### src/rtl/reg_file_sb_pkg.sv
// Shared defaults and reset-image helper for the scoreboarded register file.
package regfile_pkg;
  localparam int DEF_WIDTH = 16;
  localparam int DEF_DEPTH = 16;

  // Register k comes out of reset holding its own index; callers truncate to WIDTH.
  function automatic logic [31:0] init_val(input int idx);
    return 32'(idx);
  endfunction
endpackage

### src/rtl/reg_file_sb_if.sv
// Decode/writeback facing bus of the register file: two read ports, two write ports, one reserve port.
interface reg_file_sb_if
  import regfile_pkg::*;
#(
  parameter int WIDTH = DEF_WIDTH,
  parameter int DEPTH = DEF_DEPTH
);
  localparam int ADDR_W = $clog2(DEPTH);

  logic [ADDR_W-1:0] Re1, Re2;
  logic [WIDTH-1:0]  D1, D2;
  logic              P1, P2;
  logic              We0, We1;
  logic [ADDR_W-1:0] W0, W1;
  logic [WIDTH-1:0]  Da0, Da1;
  logic              Rsv;
  logic [ADDR_W-1:0] RsvA;

  modport master (output Re1, Re2, We0, W0, Da0, We1, W1, Da1, Rsv, RsvA,
                  input  D1, D2, P1, P2);
  modport slave  (input  Re1, Re2, We0, W0, Da0, We1, W1, Da1, Rsv, RsvA,
                  output D1, D2, P1, P2);
endinterface

### src/rtl/reg_file_sb_scoreboard.sv
// Per-register in-flight bits: reserve sets, writes clear, reserve wins on a same-edge collision.
module rf_scoreboard #(
  parameter int DEPTH  = 16,
  parameter int ADDR_W = 4
) (
  input  logic                   Clk,
  input  logic                   Rst,
  input  logic                   set_en,
  input  logic [ADDR_W-1:0]      set_addr,
  input  logic                   clr0_en,
  input  logic [ADDR_W-1:0]      clr0_addr,
  input  logic                   clr1_en,
  input  logic [ADDR_W-1:0]      clr1_addr,
  input  logic [1:0][ADDR_W-1:0] look_addr,
  output logic [1:0]             look_pend
);
  logic [DEPTH-1:0] pend;

  always_ff @(posedge Clk or negedge Rst) begin
    if (!Rst) begin
      pend <= '0;
    end else begin
      for (int k = 0; k < DEPTH; k++) begin
        if (set_en && set_addr == ADDR_W'(k))
          pend[k] <= 1'b1;
        else if ((clr0_en && clr0_addr == ADDR_W'(k)) || (clr1_en && clr1_addr == ADDR_W'(k)))
          pend[k] <= 1'b0;
      end
    end
  end

  // Out-of-range lookups fall through every compare and read as not pending.
  always_comb begin
    look_pend = '0;
    for (int p = 0; p < 2; p++)
      for (int k = 0; k < DEPTH; k++)
        if (look_addr[p] == ADDR_W'(k)) look_pend[p] = pend[k];
  end
endmodule

### src/rtl/reg_file_sb.sv
// Parametrised 2R/2W register file with optional zero register, write bypass and pending scoreboard.
module reg_file_sb
  import regfile_pkg::*;
#(
  parameter int WIDTH    = DEF_WIDTH,
  parameter int DEPTH    = DEF_DEPTH,
  parameter int ZERO_REG = 0,
  parameter int BYPASS   = 1
) (
  input logic          Clk,
  input logic          Rst,
  reg_file_sb_if.slave bus
);
  localparam int ADDR_W = $clog2(DEPTH);

  logic [WIDTH-1:0]       mem [DEPTH];
  logic [1:0][ADDR_W-1:0] ra;
  logic [1:0][WIDTH-1:0]  rdat;
  logic [1:0]             rhit, rpend, sb_pend;
  logic                   wv0, wv1, rsv_ok;

  function automatic logic in_use(input logic [ADDR_W-1:0] a);
    return (int'(a) < DEPTH) && !(ZERO_REG != 0 && a == '0);
  endfunction

  // Qualified with Rst so nothing is forwarded or recorded while held in reset.
  assign wv0    = Rst & bus.We0 & in_use(bus.W0);
  assign wv1    = Rst & bus.We1 & in_use(bus.W1);
  assign rsv_ok = Rst & bus.Rsv & in_use(bus.RsvA);
  assign ra     = {bus.Re2, bus.Re1};

  always_ff @(posedge Clk or negedge Rst) begin
    if (!Rst) begin
      for (int k = 0; k < DEPTH; k++) mem[k] <= WIDTH'(init_val(k));
    end else begin
      for (int k = 0; k < DEPTH; k++) begin
        if (wv1 && bus.W1 == ADDR_W'(k))      mem[k] <= bus.Da1;
        else if (wv0 && bus.W0 == ADDR_W'(k)) mem[k] <= bus.Da0;
      end
    end
  end

  always_comb begin
    rdat  = '0;
    rhit  = '0;
    rpend = '0;
    for (int p = 0; p < 2; p++) begin
      if (in_use(ra[p])) begin
        for (int k = 0; k < DEPTH; k++)
          if (ra[p] == ADDR_W'(k)) rdat[p] = mem[k];
        if (BYPASS != 0 && wv1 && bus.W1 == ra[p]) begin
          rdat[p] = bus.Da1;
          rhit[p] = 1'b1;
        end else if (BYPASS != 0 && wv0 && bus.W0 == ra[p]) begin
          rdat[p] = bus.Da0;
          rhit[p] = 1'b1;
        end
        // A forwarded value is already the produced result, so it is not in flight.
        rpend[p] = sb_pend[p] & ~rhit[p];
      end
    end
  end

  assign bus.D1 = rdat[0];
  assign bus.D2 = rdat[1];
  assign bus.P1 = rpend[0];
  assign bus.P2 = rpend[1];

  rf_scoreboard #(.DEPTH(DEPTH), .ADDR_W(ADDR_W)) u_sb (
    .Clk       (Clk),
    .Rst       (Rst),
    .set_en    (rsv_ok),
    .set_addr  (bus.RsvA),
    .clr0_en   (wv0),
    .clr0_addr (bus.W0),
    .clr1_en   (wv1),
    .clr1_addr (bus.W1),
    .look_addr (ra),
    .look_pend (sb_pend)
  );
endmodule

### src/flat_wrapper.sv
// flat-port wrapper written by rule: the top's interface ports become plain ports
module reg_file_sb_flat import regfile_pkg::*;
#(
  parameter int WIDTH    = DEF_WIDTH,
  parameter int DEPTH    = DEF_DEPTH,
  parameter int ZERO_REG = 0,
  parameter int BYPASS   = 1
)
  (Clk, Rst, bus_Re1, bus_Re2, bus_We0, bus_W0, bus_Da0, bus_We1, bus_W1, bus_Da1, bus_Rsv, bus_RsvA, bus_D1, bus_D2, bus_P1, bus_P2);
  reg_file_sb_if #(.WIDTH(WIDTH), .DEPTH(DEPTH)) bus_i ();
  input logic Clk;
  input logic Rst;
  input wire logic [$bits(bus_i.Re1)-1:0] bus_Re1;
  input wire logic [$bits(bus_i.Re2)-1:0] bus_Re2;
  input wire logic [$bits(bus_i.We0)-1:0] bus_We0;
  input wire logic [$bits(bus_i.W0)-1:0] bus_W0;
  input wire logic [$bits(bus_i.Da0)-1:0] bus_Da0;
  input wire logic [$bits(bus_i.We1)-1:0] bus_We1;
  input wire logic [$bits(bus_i.W1)-1:0] bus_W1;
  input wire logic [$bits(bus_i.Da1)-1:0] bus_Da1;
  input wire logic [$bits(bus_i.Rsv)-1:0] bus_Rsv;
  input wire logic [$bits(bus_i.RsvA)-1:0] bus_RsvA;
  output wire logic [$bits(bus_i.D1)-1:0] bus_D1;
  output wire logic [$bits(bus_i.D2)-1:0] bus_D2;
  output wire logic [$bits(bus_i.P1)-1:0] bus_P1;
  output wire logic [$bits(bus_i.P2)-1:0] bus_P2;
  assign bus_i.Re1 = bus_Re1;
  assign bus_i.Re2 = bus_Re2;
  assign bus_i.We0 = bus_We0;
  assign bus_i.W0 = bus_W0;
  assign bus_i.Da0 = bus_Da0;
  assign bus_i.We1 = bus_We1;
  assign bus_i.W1 = bus_W1;
  assign bus_i.Da1 = bus_Da1;
  assign bus_i.Rsv = bus_Rsv;
  assign bus_i.RsvA = bus_RsvA;
  assign bus_D1 = bus_i.D1;
  assign bus_D2 = bus_i.D2;
  assign bus_P1 = bus_i.P1;
  assign bus_P2 = bus_i.P2;
  reg_file_sb #(.WIDTH(WIDTH), .DEPTH(DEPTH), .ZERO_REG(ZERO_REG), .BYPASS(BYPASS)) u_core (.Clk(Clk), .Rst(Rst), .bus(bus_i));
endmodule
### config.mk
export PLATFORM = sky130hd
export DESIGN_NAME = reg_file_sb_flat
export DESIGN_NICKNAME = d
export VERILOG_FILES = /design/src/rtl/reg_file_sb_pkg.sv /design/src/rtl/reg_file_sb_if.sv /design/src/rtl/reg_file_sb_scoreboard.sv /design/src/rtl/reg_file_sb.sv /design/src/flat_wrapper.sv
export SDC_FILE = /design/constraint.sdc
export NUM_CORES = 1
export LEC_CHECK = 0
export CORE_ASPECT_RATIO = 0.5
export CORE_MARGIN = 2
export CORE_UTILIZATION = 30
export CTS_CLUSTER_DIAMETER = 80
export DETAILED_ROUTE_END_ITERATION = 8
export GPL_ROUTABILITY_DRIVEN = 0
export HOLD_SLACK_MARGIN = 0.06
export RECOVER_POWER = 100
export SLEW_MARGIN = 15
export SYNTH_ARGS = -nofsm -noshare
export SYNTH_HDL_FRONTEND = slang
export SYNTH_HIERARCHICAL = 1
export SYNTH_SLANG_ARGS = --single-unit
### constraint.sdc
create_clock -name Clk -period 10.85 [get_ports Clk]
set_clock_uncertainty 0.2 [all_clocks]
set_input_delay 3.255 -clock Clk [delete_from_list [all_inputs] [get_ports Clk]]
set_output_delay 3.255 -clock Clk [all_outputs]
set_load 0.01 [all_outputs]
# Yosys cells after proc, flatten, opt, wreduce, memory -nomap -nowiden
# Index checks and enable logic that the tools add are counted.
totals:
  ff_bits: 272
  latch_bits: 0
  ram_bits: 0
  mem_bits_ro: 0
  inputBits: 57
  elab_cells: 359
  n_memories: 0
classes:
  add_sub_neg: 0
  multipliers: 0
  div_mod_pow: 0
  magnitude_cmp: 0
  n_eq_ne: 79
  shift: 0
  mux: 136
  bitwise: 7
  n_reduce_logical: 105
op_table:
  columns: ["cell", "count"]
  rows:
  - ["two-way mux 16 bit", 68]
  - ["== test 4 bit, second input constant", 40]
  - ["== test 4 x 3 -> 1 bit, second input constant", 20]
  - ["two-way mux 1 bit", 68]
  - ["nonzero test 2 bit", 32]
  - ["logical AND 1 bit", 52]
  - ["== test 4 x 2 -> 1 bit, second input constant", 10]
  - ["== test 4 x 1 -> 1 bit, second input constant", 5]
  - ["logical NOT 4 bit", 5]
  - ["== test 4 bit", 4]
  - ["logical OR 1 bit", 16]
  - ["AND 1 bit", 5]
  - ["inverter 1 bit", 2]

# Longest topological paths before layout
# Gate-level depths: netlist of run 1.
logic_depth:
  depth_word: 19
  mapped_depth: 10

# By module
# The synthesis of run 1 kept the hierarchy.
modules_own_cells:
  columns: ["module", "n_inst", "cells_per_inst", "area_per_inst_um2"]
  rows:
  - ["reg_file_sb", 1, 2093, 18034.8]
  - ["rf_scoreboard", 1, 121, 1189.9]

# Least setup slack after synthesis of run 1
# OpenSTA, ideal clock, no wires.
synth_timing:
  path_kind: "input-to-output"
  from: "input bus_W0[1]"
  to: "output bus_D2[6]"
  t_arrival_ns: 4.834
  required_ns: 7.395
  slack_ns: 2.561
  cell_stages: 8
  path_buffers: 3
  cell_sequence: "buf_2 xor2_1 nor3_1 and2_1 clkbuf_1 buf_1 a21oi_1 a221oi_1"
synth_between:
  elab_chain_len: 4
synth_rtl:
  columns: ["item", "line_no", "rtl"]
  rows:
  - ["start: declaration", "flat_wrapper.sv:16", "input wire logic [$bits(bus_i.W0)-1:0] bus_W0;"]
  - ["== test 4 bit", "reg_file_sb.sv:54", "end else if (BYPASS != 0 && wv0 && bus.W0 == ra[p]) begin"]
  - ["logical AND 1 bit", "reg_file_sb.sv:54", null]
  - ["two-way mux 16 bit", "reg_file_sb.sv:54", null]
  - ["two-way mux 16 bit", "reg_file_sb.sv:51", "if (BYPASS != 0 && wv1 && bus.W1 == ra[p]) begin"]
  - ["end: declaration", "flat_wrapper.sv:24", "output wire logic [$bits(bus_i.D2)-1:0] bus_D2;"]
# No other way between the ends.

# Final worst setup path of run 1
layout_timing:
  from: "input bus_Re2[3]"
  to: "output bus_D2[14]"
layout_between:
  elab_chain_len: 19
  elab_cells_between_ends: 38
  cone_classes: "17 x eq/ne; 18 x mux; 3 x reduce/logical"
layout_rtl:
  columns: ["item", "line_no", "rtl"]
  rows:
  - ["start: declaration", "flat_wrapper.sv:14", "input wire logic [$bits(bus_i.Re2)-1:0] bus_Re2;"]
  - ["logical NOT 4 bit", "reg_file_sb.sv:50", "if (ra[p] == ADDR_W'(k)) rdat[p] = mem[k];"]
  - ["two-way mux 16 bit (16 in a row)", "reg_file_sb.sv:50", null]
  - ["two-way mux 16 bit", "reg_file_sb.sv:54", null]
  - ["two-way mux 16 bit (*)", "reg_file_sb.sv:51", null]
# Mark *: on every way between the ends. The rest lies on a longest branch, timed or not.

==> results.toml, run 1 <==
[clock_tree]
htreeDepth = 1
cts_hold_buffers = 0
cts-resized-gates = 0
clkTransAtPathRegs_ns = 0.06
clock_latency_ns = 0.59
cts-buffers-inserted = 30
cts_setup_buffers = 0
max-clock-path-buffers = 3
cts_tree = "built"
clk_root_buffer_cell = "sky130_fd_sc_hd__clkbuf_16"
clock-sinks = 272

[global_route]
gr-usage-met1_pct = 30.5
grt_antenna_before_repair = 3
grt_start_max_net_pins = 144
grtUsageMet2_pct = 35.0
first_global_vias = 17400
gr-usage-all-layers_pct = 22.5
grtUsageMet3_pct = 3.82
wire_length_of_the_first_global_routing_pass_um = 115000
gr-total-overflow = 0
grt.busiest_layer = "met2"

[synthesis]
synth_sequential_area_ratio_pct = 35.6
most_used_flip_flop_cell_after_synthesis = "sky130_fd_sc_hd__dfrtp_1"
synth.cell_area_sq_um = 19200
yosys_warnings = 6
synthDistinctLibCells = 78
synthesized_net_count = 2271
synth.ff_latch_count = 272
syn-instance-count = 2214
syn-mean-instance-area_sq_um = 8.68
count_of_flip_flops_with_a_built_in_enable_after_synthesis = 0
async_reset_ff_share_pct = 100

[detailed_routing]
via_per_inst = 6.01
drt.antenna.violating_nets = 0
drt_first_pass_iters = 7
average_wire_per_standard_cell_um = 24.9
vias = 18300
drt-total-wl_um = 75900
initialDrtViolationCount = 2602
drc = 0

[worst_setup_path]
worstSetupPathType = "input pin to output pin"
worst-endpoint-arrival_ns = 6.65
endpoint_kind = "output pin"
worst_setup_path_start_kind = "input pin"
worstPathMaxFanout = 13
critPathRequiredTime_ns = 7.40

[status]
run_status = "finished with violations"
failed_checks = "capacitance limit, slew limit"

[timing]
final-max-slew-violation-count = 349
finalHoldViolCount = 0
final-setup-viol-count = 0
layout_worst_path_cycle_share_pct = 93.1
fmax_ghz = 0.0990
finalSetupTns_ns = 0
max-slew-margin-rel_pct = -139
transition_time_at_the_pin_with_the_least_slew_margin_ns = 3.58
grt_setup_unrepaired = "no"
period_needed_ns = 10.10

[floorplanning]
floorplan.io_pins = 91
floorplan.initialDensity_pct = 30.4
rows = 65
die_footprint_sq_um = 66200
coreArea_sq_um = 63200
die-width_um = 362
fp.dieH_um = 183

[finish]
n_fill_cell = 6400
finalInstanceArea_sq_um = 21700
finish.net_count = 2238
syn_to_final_growth_pct = 12.8
layout_cell_share_with_drive_strength_beyond_1_pct = 11.3
layoutNonFillerInstCount = 3044
multiInputGateArea_sq_um = 11200
seqCellArea_sq_um = 6850

[placement]
placed_cell_area_sq_um = 20800
portBuffers = 90
post-dp-hpwl_um = 52300
dp.cells = 2986

[pwr]
vdd_ir_drop_max_v = 0.000121
leak_pwr_nw = 8.43
power_per_unit_of_standard_cell_area_nw_per_um2 = 165
power_total_w = 0.00358

[hold_path]
hold_path_class = "flop to flop"

[job]
cap_violations = 14
[cell usage in the layout (no fill, tap or decap), types with 8 or more instances in the layout]
cell,instances
sky130_fd_sc_hd__dfrtp_1,240
sky130_fd_sc_hd__clkbuf_16,31
sky130_fd_sc_hd__o31ai_1,14
sky130_fd_sc_hd__o221ai_1,30
sky130_fd_sc_hd__nor2_1,199
sky130_fd_sc_hd__mux2_2,34
sky130_fd_sc_hd__nand3_1,34
sky130_fd_sc_hd__o22ai_1,32
sky130_fd_sc_hd__a22oi_1,34
sky130_fd_sc_hd__clkdlybuf4s50_1,51
sky130_fd_sc_hd__nor2_2,11
sky130_fd_sc_hd__clkbuf_1,26
sky130_fd_sc_hd__a21oi_1,216
sky130_fd_sc_hd__nor2b_1,23
sky130_fd_sc_hd__nand2_1,222
sky130_fd_sc_hd__mux2i_1,304
sky130_fd_sc_hd__dlygate4sd3_1,31
sky130_fd_sc_hd__a22o_1,13
sky130_fd_sc_hd__xnor2_1,9
sky130_fd_sc_hd__buf_4,72
sky130_fd_sc_hd__a221oi_1,31
sky130_fd_sc_hd__and3_1,11
sky130_fd_sc_hd__nand2b_1,15
sky130_fd_sc_hd__dfstp_2,32
sky130_fd_sc_hd__nand3b_1,8
sky130_fd_sc_hd__mux4_2,24
sky130_fd_sc_hd__a211oi_1,21
sky130_fd_sc_hd__o21ai_0,222
sky130_fd_sc_hd__o211ai_1,10
sky130_fd_sc_hd__a31oi_1,24
sky130_fd_sc_hd__inv_1,16
sky130_fd_sc_hd__nor3_1,19
[cells by family after synthesis]
logic type / Yosys count / synth area share (%)
AOI/OAI and AO/OA: 713 / 22.9
xor gates and xnor gates: 16 / 0.729
buffers and inverters: 263 / 6.11
DFF: 272 / 35.6
muxes: 366 / 21.1
and+or+nand+nor: 584 / 13.6
[synthesized netlist by cell type, drive strengths merged, types with 10 or more instances]
library cell	instances	share of area, %
and3	12	0.42
a221oi	32	1.5
dfrtp	240	31
nor2b	23	0.75
a21oi	216	5.6
o221ai	30	1.4
a22o	13	0.59
nand2	224	4.4
nand2b	15	0.49
mux4	27	3.2
mux2i	304	16
o21ai	223	5.8
a22oi	34	1.3
mux2	35	2.1
o31ai	14	0.55
nand3	34	0.91
nor2	210	4.2
clkbuf	123	2.4
dfstp	32	4.4
nor3	20	0.58
o211ai	10	0.39
a31oi	24	0.78
o22ai	32	1.0
a211oi	21	0.82
inv	17	0.33
buf	122	3.4
[per-layer routing]
layer / vias up / share of wire, %
li1: 8044 / -
met1: 8975 / 42
met5: - / 0.014
met2: 1048 / 45
met3: 224 / 8.6
met4: 2 / 4.9
[through the flow]
| stage | utilization [%] | worst slack (ns) | hold WS (ns) |
|---|---|---|---|
| 3_5_place_dp | 32.9 | 0.979 | 0.316 |
| 4_1_cts | 34.5 | 0.978 | 0.330 |
| 2_1_floorplan | - | 2.56 | 0.274 |
| 3_3_place_gp | 32.9 | 0.952 | 0.320 |
| 6_report | 34.3 | 0.747 | 0.327 |
| 5_1_grt | 34.3 | 0.580 | 0.342 |
[worst paths after layout]
check	start	to	slack, ns	cells past startpoint
min in group asynchronous	Rst	u_core/mem[2]	2.62	1
worst max-delay path	bus_Re2[3]	bus_D2[14]	0.75	8
worst max register to register	u_core/mem[146]	u_core/mem[146]	9.70	2
max in group asynchronous	Rst	u_core/mem[77]	2.64	4
worst min register to register	u_core/u_sb/pend[1]	u_core/u_sb/pend[1]	0.33	1
worst min-delay path	u_core/u_sb/pend[1]	u_core/u_sb/pend[1]	0.33	1
[state kept, by name, indices dropped and copies added, names as in the netlist]
name and flops:
u_core/mem 256, u_core/u_sb/pend 16
[final cells by class]
cell class / count / area share (%)
clock buffers: 47 / 4.18
repair buffers: 180 / 7.12
flip-flops and latches: 272 / 31.6
well taps: 837 / 4.83
diodes: 2 / 0.0231
inverters: 18 / 0.311
multi-input cells: 1679 / 51.6
clock inverters: 9 / 0.340
[worst max-delay path, stage by stage]
cell	delay [ns]
sky130_fd_sc_hd__dlygate4sd3_1	0.99
sky130_fd_sc_hd__and2_0	0.49
sky130_fd_sc_hd__nand3_1	0.57
sky130_fd_sc_hd__o22ai_1	0.35
sky130_fd_sc_hd__nor2_1	0.09
sky130_fd_sc_hd__a221oi_2	0.23
sky130_fd_sc_hd__nor2_1	0.07
sky130_fd_sc_hd__dlygate4sd3_1	0.60
[where the power goes]
part | internal, W | leakage, nW | total (W) | switching (W)
Sequential | 0.00131 | 3.28 | 0.00158 | 0.000272
Clock | 0.000594 | 0.489 | 0.00105 | 0.000458
Combinational | 0.000444 | 4.67 | 0.000947 | 0.000503
(Power assumes the default switching activity.)
==> run 2, diff against run 1 <==
--- a/config.mk
+++ b/config.mk
@@ -6,7 +6,6 @@
 export NUM_CORES = 1
 export LEC_CHECK = 0
 export CORE_ASPECT_RATIO = 0.5
-export CORE_MARGIN = 2
 export CORE_UTILIZATION = 30
 export CTS_CLUSTER_DIAMETER = 80
 export DETAILED_ROUTE_END_ITERATION = 8
==> run 2 against run 1 <==
Net effect: the flow still finishes with violations (capacitance limit, slew limit); clock power up 10%; largest cell class unchanged; largest power group unchanged; combinational power barely moved; via count is 0.57% lower; sequential power about the same; utilization increased by 0.23 points; non-clock buffer count up 8.
==> results.toml, run 2 (synthesis gave the netlist of run 1 again) <==
[pwr]
comb_power_share_pct = 25.8
leak_pwr_nw = 8.51
total_switching_power_w = 0.00123
internal_cell_power_w = 0.00244
pwr-share-clk_pct = 31.6
power.sequential.fraction_pct = 42.6
p_sw_share_pct = 33.5
power_per_unit_of_standard_cell_area_nw_per_um2 = 168
vdd_ir_drop_max_v = 0.0000961

[global_route]
gr-usage-all-layers_pct = 22.8
wire_length_of_the_first_global_routing_pass_um = 114000
gr-total-overflow = 0
first_global_vias = 17300
grt_antenna_before_repair = 3
grt_start_max_net_pins = 68

[timing]
final-max-slew-violation-count = 444
grt_setup_unrepaired = "no"
final-setup-viol-count = 0
finalHoldViolCount = 0
timing.hold.ws_ns = 0.330
finalSetupTns_ns = 0
transition_time_at_the_pin_with_the_least_slew_margin_ns = 3.13
max-slew-margin-rel_pct = -108
worst_slack_ns = 0.584
period_needed_ns = 10.27
layout_worst_path_cycle_share_pct = 94.6
fmax_ghz = 0.0974

[placement]
post-dp-hpwl_um = 51700
pre_cts_ws_ns = 1.04
portBuffers = 90
dp.cells = 2994

[floorplanning]
fp.dieH_um = 181
die_footprint_sq_um = 65200
coreArea_sq_um = 63200
floorplan.initialDensity_pct = 30.4
die-width_um = 360
floorplan.io_pins = 91
rows = 65

[worst_setup_path]
worst-endpoint-arrival_ns = 6.81
critPathRequiredTime_ns = 7.40
endpoint_kind = "output pin"
worst_setup_path_start_kind = "input pin"
worstSetupPathType = "input pin to output pin"
ff2ff_setup_slack_ns = 9.71
worstPathMaxFanout = 40

[finish]
most-common-layout-cells = "304 x sky130_fd_sc_hd__mux2i_1, 240 x sky130_fd_sc_hd__dfrtp_1, 223 x sky130_fd_sc_hd__nand2_1"
n_fill_cell = 6406
largest_registers = "u_core/mem: 256 flops, u_core/u_sb/pend: 16 flops"
largest_register_ff_count = 256
final_common_cell = "sky130_fd_sc_hd__mux2i_1"
layoutNonFillerInstCount = 3053
regMostFlops = "u_core/mem"
final_core_area_utilization_pct = 34.6
finish.net_count = 2247
layout_cell_share_with_drive_strength_beyond_1_pct = 11.7
syn_to_final_growth_pct = 13.6

[clock_tree]
max-clock-path-buffers = 3
cts-resized-gates = 0
htreeDepth = 1
cts_tree = "built"
clock-sinks = 272
clock_latency_ns = 0.60
clkTransAtPathRegs_ns = 0.06
cts_hold_buffers = 0
cts-buffers-inserted = 31
cts_setup_buffers = 0
clk_root_buffer_cell = "sky130_fd_sc_hd__clkbuf_16"

[status]
failed_checks = "capacitance limit, slew limit"
run_status = "finished with violations"

[detailed_routing]
drt.antenna.violating_nets = 0
drt_first_pass_iters = 6
average_wire_per_standard_cell_um = 24.9
initialDrtViolationCount = 2753
drt-total-wl_um = 75900
vias = 18200
drc = 0
via_per_inst = 5.96

[hold_path]
hold_path_class = "flop to flop"

[job]
cap_violations = 17
[run 2: area by class of cell]
type	instances	area [sq um]	share of cell area (%)
Antenna cell	1	2.50	0.0115
Clock buffer	46	932	4.27
Clock inverter	12	178	0.814
Inverter	18	67.6	0.309
Multi-Input combinational cell	1679	11200	51.3
Sequential cell	272	6850	31.4
Tap cell	837	1050	4.80
Timing Repair Buffer	188	1570	7.17
[run 2: per-stage QoR]
step / power (W) / instance area (sq um)
floorplan: 0.00212 / 19200
global placement: 0.00249 / 20900
detailed placement: 0.00251 / 20900
CTS: 0.00367 / 22000
global route: 0.00383 / 21800
finish: 0.00366 / 21800
[run 2: final timing paths]
check,start,cells after the start,endpoint
max,Rst,8,bus_D2[12]
min,u_core/u_sb/pend[9],1,u_core/u_sb/pend[9]
max reg2reg,u_core/mem[146],2,u_core/mem[146]
min reg2reg,u_core/u_sb/pend[9],1,u_core/u_sb/pend[9]
max in group asynchronous,Rst,4,u_core/mem[147]
min in group asynchronous,Rst,1,u_core/mem[20]
[run 2: worst max-delay path, cell delays in order]
cell                            delay, ns
sky130_fd_sc_hd__clkbuf_1            0.72
sky130_fd_sc_hd__nand2_1             0.44
sky130_fd_sc_hd__nor2_1              0.22
sky130_fd_sc_hd__and2_1              0.15
sky130_fd_sc_hd__clkbuf_2            0.70
sky130_fd_sc_hd__a211oi_1            0.25
sky130_fd_sc_hd__o31ai_1             0.39
sky130_fd_sc_hd__dlygate4sd3_1       0.66
[run 2: power by group through the flow]
stage | combinational, W | clock (W) | sequential [W]
final | 0.000945 | 0.00116 | 0.00156
after global placement | 0.000923 | 0 | 0.00156
after global routing | 0.00103 | 0.00121 | 0.00159
after detailed placement | 0.000944 | 0 | 0.00157
after floorplan | 0.000656 | 0 | 0.00147
after CTS | 0.000943 | 0.00117 | 0.00155
[run 2: metal layers]
metal	up-vias	wire length [um]	track usage, %
li1	8067	-	-
met1	8935	31400	30.7
met2	1009	34200	35.9
met3	176	6900	3.94
met4	2	3400	9.69
met5	-	13	0
